===== src/rtl/matrix_mult_4x4.sv =====
// matrix_mult_4x4: sequential unsigned integer matrix multiplier, up to 4x4.
// Computes one result element per clock into a shadow buffer. The full
// R1xC2 result is published on res_mat in a single update.
// Optional feature macro: MATMUL_DIMCHK_EN. When it is defined, bad
// dimensions are rejected at start and produce a zero result.
module matrix_mult_4x4 #(
  parameter int W = 16,
  parameter int N = 4
) (
  input  logic             CLK,
  input  logic             RST,
  input  logic [N*N*W-1:0] matrix_1,
  input  logic [N*N*W-1:0] matrix_2,
  input  logic [3:0]       R1,
  input  logic [3:0]       C1,
  input  logic [3:0]       R2,
  input  logic [3:0]       C2,
  input  logic             readybit,
  output logic [N*N*W-1:0] res_mat
);

  typedef enum logic {IDLE, COMPUTE} state_t;

  // Element k of each bus sits at bits [255-16k -: 16]. Ascending outer
  // indexing makes element 0 the most significant slice.
  typedef logic [0:N*N-1][W-1:0] mat_t;

  state_t r_state, w_next_state;

  logic       r_ready_q;
  logic       r_armed;
  logic       r_zero_pend;
  mat_t       r_a, r_b, r_shadow, r_res;
  logic [3:0] r_r1, r_c1, r_c2;
  logic [3:0] r_idx, r_i, r_j;

  logic       w_start, w_dims_ok, w_nonempty, w_capture, w_zero, w_last;
  logic [4:0] w_total;
  logic [W-1:0] w_elem;
  mat_t       w_shadow_nxt, w_pub;

  function automatic logic [3:0] clamp4(input logic [3:0] d);
    return (d > 4'd4) ? 4'd4 : d;
  endfunction

  // After reset, readybit has to be seen low before a start is accepted.
  // A readybit held high through reset therefore does not restart the block.
  assign w_start    = readybit & ~r_ready_q & r_armed;
  assign w_nonempty = (R1 != 4'd0) && (C2 != 4'd0);
  assign w_total    = {1'b0, r_r1} * {1'b0, r_c2};
  assign w_last     = ({1'b0, r_idx} == (w_total - 5'd1));

`ifdef MATMUL_DIMCHK_EN
  assign w_dims_ok = (C1 == R2) &&
                     (R1 != 4'd0) && (C1 != 4'd0) && (R2 != 4'd0) && (C2 != 4'd0) &&
                     (R1 <= 4'd4) && (C1 <= 4'd4) && (R2 <= 4'd4) && (C2 <= 4'd4);
`else
  // R2 is only used by the dimension check.
  logic w_unused_r2;
  assign w_unused_r2 = ^R2;
  assign w_dims_ok   = 1'b1;
`endif

  // Dot product of row r_i of A with column r_j of B, truncated to W bits.
  always_comb begin
    w_elem = '0;
    for (int k = 0; k < N; k++) begin
      if (4'(k) < r_c1)
        w_elem = w_elem + r_a[r_i * r_c1 + 4'(k)] * r_b[4'(k) * r_c2 + r_j];
    end
  end

  // Shadow with the current element merged in. The published copy zeroes the unused slots.
  always_comb begin
    w_shadow_nxt        = r_shadow;
    w_shadow_nxt[r_idx] = w_elem;
    w_pub               = '0;
    for (int k = 0; k < N*N; k++) begin
      if (5'(k) < w_total)
        w_pub[k] = w_shadow_nxt[k];
    end
  end

  // State register
  always_ff @(posedge CLK or posedge RST) begin
    if (RST) r_state <= IDLE;
    else     r_state <= w_next_state;
  end

  // Next-state logic and start decode
  always_comb begin
    w_next_state = r_state;
    w_capture    = 1'b0;
    w_zero       = 1'b0;
    case (r_state)
      IDLE: begin
        if (w_start) begin
          if (w_dims_ok && w_nonempty) begin
            w_capture    = 1'b1;
            w_next_state = COMPUTE;
          end else begin
            w_zero = 1'b1;
          end
        end
      end
      COMPUTE: begin
        if (w_last) w_next_state = IDLE;
      end
      default: w_next_state = IDLE;
    endcase
  end

  // Datapath: operand capture, element walk, shadow fill and atomic publish
  always_ff @(posedge CLK or posedge RST) begin
    if (RST) begin
      r_ready_q   <= 1'b0;
      r_armed     <= 1'b0;
      r_zero_pend <= 1'b0;
      r_a         <= '0;
      r_b         <= '0;
      r_shadow    <= '0;
      r_res       <= '0;
      r_r1        <= '0;
      r_c1        <= '0;
      r_c2        <= '0;
      r_idx       <= '0;
      r_i         <= '0;
      r_j         <= '0;
    end else begin
      r_ready_q   <= readybit;
      if (!readybit) r_armed <= 1'b1;
      // An empty or rejected operation clears the result one edge after start.
      r_zero_pend <= w_zero;
      if (r_zero_pend) r_res <= '0;

      if (w_capture) begin
        r_a   <= matrix_1;
        r_b   <= matrix_2;
        r_r1  <= clamp4(R1);
        r_c1  <= clamp4(C1);
        r_c2  <= clamp4(C2);
        r_idx <= '0;
        r_i   <= '0;
        r_j   <= '0;
      end

      if (r_state == COMPUTE) begin
        r_shadow <= w_shadow_nxt;
        r_idx    <= r_idx + 4'd1;
        if (r_j == r_c2 - 4'd1) begin
          r_j <= '0;
          r_i <= r_i + 4'd1;
        end else begin
          r_j <= r_j + 4'd1;
        end
        if (w_last) r_res <= w_pub;
      end
    end
  end

  assign res_mat = r_res;

endmodule


===== config.mk =====
export PLATFORM = sky130hd
export DESIGN_NAME = matrix_mult_4x4
export DESIGN_NICKNAME = d
export VERILOG_FILES = /design/src/rtl/matrix_mult_4x4.sv
export SDC_FILE = /design/constraint.sdc
export NUM_CORES = 2
export LEC_CHECK = 0
export CAP_MARGIN = 20
export CORE_ASPECT_RATIO = 1.5
export CORE_MARGIN = 8
export CORE_UTILIZATION = 63
export CTS_CLUSTER_DIAMETER = 80
export DETAILED_ROUTE_END_ITERATION = 16
export HOLD_SLACK_MARGIN = 0.02
export PLACE_DENSITY = 0.87
export SLEW_MARGIN = 0
export SYNTH_ARGS = -nofsm -noshare
export SYNTH_HDL_FRONTEND = slang
export SYNTH_SLANG_ARGS = --single-unit
export TNS_END_PERCENT = 100

===== constraint.sdc =====
create_clock -name CLK -period 64.6 [get_ports CLK]
set_input_delay 9.69 -clock CLK [delete_from_list [all_inputs] [get_ports CLK]]
set_output_delay 9.69 -clock CLK [all_outputs]
set_load 0.005 [all_outputs]

==> summary.md <==
| Metric | Value |
|---|---|
| Post-Synthesis Cell Area | 0.0760 sq mm |
| Share of layout cells above drive strength 1 | 0.104 |
| Slew margin rel. | 0.162 |
| Max Clock Freq | 45.3 MHz |
| Fin crit share | 0.342 |
| Ys flop type | dfrtp_1 |
| Peak per-stage delay on the critical path | 0.97 ns |
| CTS Buf Count | 97 |
| Crit path arrival time | 22.69 ns |
| CP Launch Type | flip-flop |
| Most frequent cells in the layout | 2481 x nand2_1, 1050 x dfrtp_1, 782 x clkdlybuf4s50_1, 591 x inv_1, 569 x o21ai_0 |
| Post-CTS Repair Setup Buffers | 0 |
| DIE WIDTH | 300 um |
| HPWL Detailed | 199000 um |
| Initial core utilization | 0.633 |
| Cts hold-fix bufs | 0 |
| Crit-path leading delay family | adder cells |
| Global-route wire length before repair | 410000 um |
| Worst path required time | 65.22 ns |
| Hold violation total from the final report | 0 |
| # resized after CTS | 0 |
| Part of the Yosys area used for sequential elements | 0.346 |
| Routed via count | 67277 |
| Initial DRC count | 7964 |
| Synth area leader | dfrtp_1 |
| RSZ-0062 raised after global routing | false |
| Async SR Flop Fraction | 1.00 |
| Count of cell types in the netlist | 69 |
| Synthesis-to-layout area growth | 16.8% |
| Largest cells by area after synthesis | dfrtp_1 35%, mux4_2 14%, nand2_1 12% |
| Vias per cell | 6.56 |
| Final core occ | 0.739 |
| TritonCTS clock tree | yes |
| #FFs+latches synth | 1052 |
| Io pins | 787 |
| Router iterations before antenna repair | 7 |
| Drt wl/cell | 26.9 um |
| Clock Root Buffer | clkbuf_16 |
| Nets | 9713 |
| Antenna Violating Nets Remaining | 0 |
| H-tree Lvls | 3 |
| Cells after Synth | 8107 |
| Max Cap Violations | 0 |
| Drt drc | 0 |
| Most common cell after layout, fill and taps aside | nand2_1 |
| Clock tree buffer depth | 3 |
| Pin count of the biggest net entering global routing | 230 |
| Port Buffers | 782 |
| Initial antenna violation count | 17 |
| Worst-skew pair later-pin latency | 0.79 ns |
| WP buf/inv | 13 |
| CP most frequent cell | fa_1 |
| Fin Clk Skew | 0.0793 ns |
| Grt ovf | 0 |
| CP Max Fanout | 48 |
| Ys Warns | 0 |
| Slew Viols, Final | 0 |
| Die Ht | 441 um |
| Minimum clock period | 22.07 ns |
| Clock transition at path regs | 0.07 ns |
| WL final | 275000 um |
| Worst-margin pin slew | 1.25 ns |
| Synth top area share | 0.346 |
| GPL Wtd Cong | 0.983 |
| Syn nets | 9241 |
| Fin Setup TNS | 0 ns |
| Path category of the worst min-delay check | flip-flop to flip-flop |
| Post-synth EDFFs | 0 |
| Synth Area per Inst | 9.37 sq um |
| Setup violators final | 0 |
| Placeable Area | 0.120 sq mm |
| Clk sinks | 1052 |
| Std-Cell Rows | 156 |
| Crit end category | flip-flop |
| Critical path's slowest cell | nor3_2 |
| Status | finished clean |
| Vias in the first global route | 68068 |
| Crit Path Class | flip-flop to flip-flop |
| Die footprint | 0.132 sq mm |
| Total GRT Usage | 0.410 |
## flip-flops by register name, summed over array words and instances (netlist names), 256 cells and up
signal and count:
r_b 256, r_shadow 256, r_a 256, res_mat 256
## path summary, 6_finish.rpt
check	slack, ns	cells past startpoint	end	from
worst max-delay path	42.53	71	r_shadow[31]$_DFFE_PP0P_	r_c1[0]$_DFFE_PP0P_
worst min-delay path	0.47	1	r_armed$_DFFE_PP0N_	r_armed$_DFFE_PP0N_
worst max register to register	42.53	71	r_shadow[31]$_DFFE_PP0P_	r_c1[0]$_DFFE_PP0P_
worst min register to register	0.47	1	r_armed$_DFFE_PP0N_	r_armed$_DFFE_PP0N_
max in group asynchronous	50.51	8	res_mat[23]$_DFF_PP0_	RST
min in group asynchronous	9.41	2	r_b[142]$_DFFE_PP0P_	RST
## logic make-up after synthesis
logic type | share of synthesized area
compound gates | 0.0896
xor+xnor | 0.0257
fa+ha+maj | 0.136
buf+inv | 0.0589
flops | 0.346
mux | 0.172
simple gates | 0.171
## cell usage after synthesis (all sizes together) (94+ instances only)
master	instances
ha	233
o21ai	591
dfrtp	1052
nor2	329
nand2	2483
mux4	485
xnor2	135
fa	370
clkbuf	441
buf	117
mux2i	182
a21oi	293
inv	594
nand3	94
and2	167
## metal layers
metal | wire length [um] | vias up | track usage | share of wire
met5 | 66 | - | 0.00183 | 0.00024
met4 | 27800 | 10 | 0.341 | 0.10
met3 | 34700 | 1391 | 0.128 | 0.13
met2 | 127000 | 5296 | 0.648 | 0.46
met1 | 85600 | 32592 | 0.454 | 0.31
li1 | - | 27988 | - | -
## final cells by class
| cell class | count | area (sq um) |
|---|---|---|
| Antenna cell | 13 | 32.5 |
| Clock buffer | 135 | 2730 |
| Multi-Input combinational cell | 5902 | 45600 |
| Tap cell | 1580 | 1980 |
| Timing Repair Buffer | 931 | 9190 |
| Sequential cell | 1052 | 26300 |
| Inverter | 595 | 2250 |
| Fill cell | 8120 | 31300 |
| Clock inverter | 41 | 672 |
## per-stage QoR
step | cells | cell area (sq um) | worst slack [ns] | hold slack, ns
4_1_cts | 10216 | 88400 | 43.05 | 0.472
3_5_place_dp | 10040 | 85000 | 43.10 | 0.453
6_report | 10249 | 88700 | 42.53 | 0.471
2_1_floorplan | 8107 | 76000 | 25.30 | 0.435
3_3_place_gp | 10035 | 84900 | 43.35 | 0.450
5_1_grt | 10243 | 88700 | 41.73 | 0.491
Power is not shown: default switching activity piles up to over one toggle a cycle in this logic, so the estimate is an artifact.
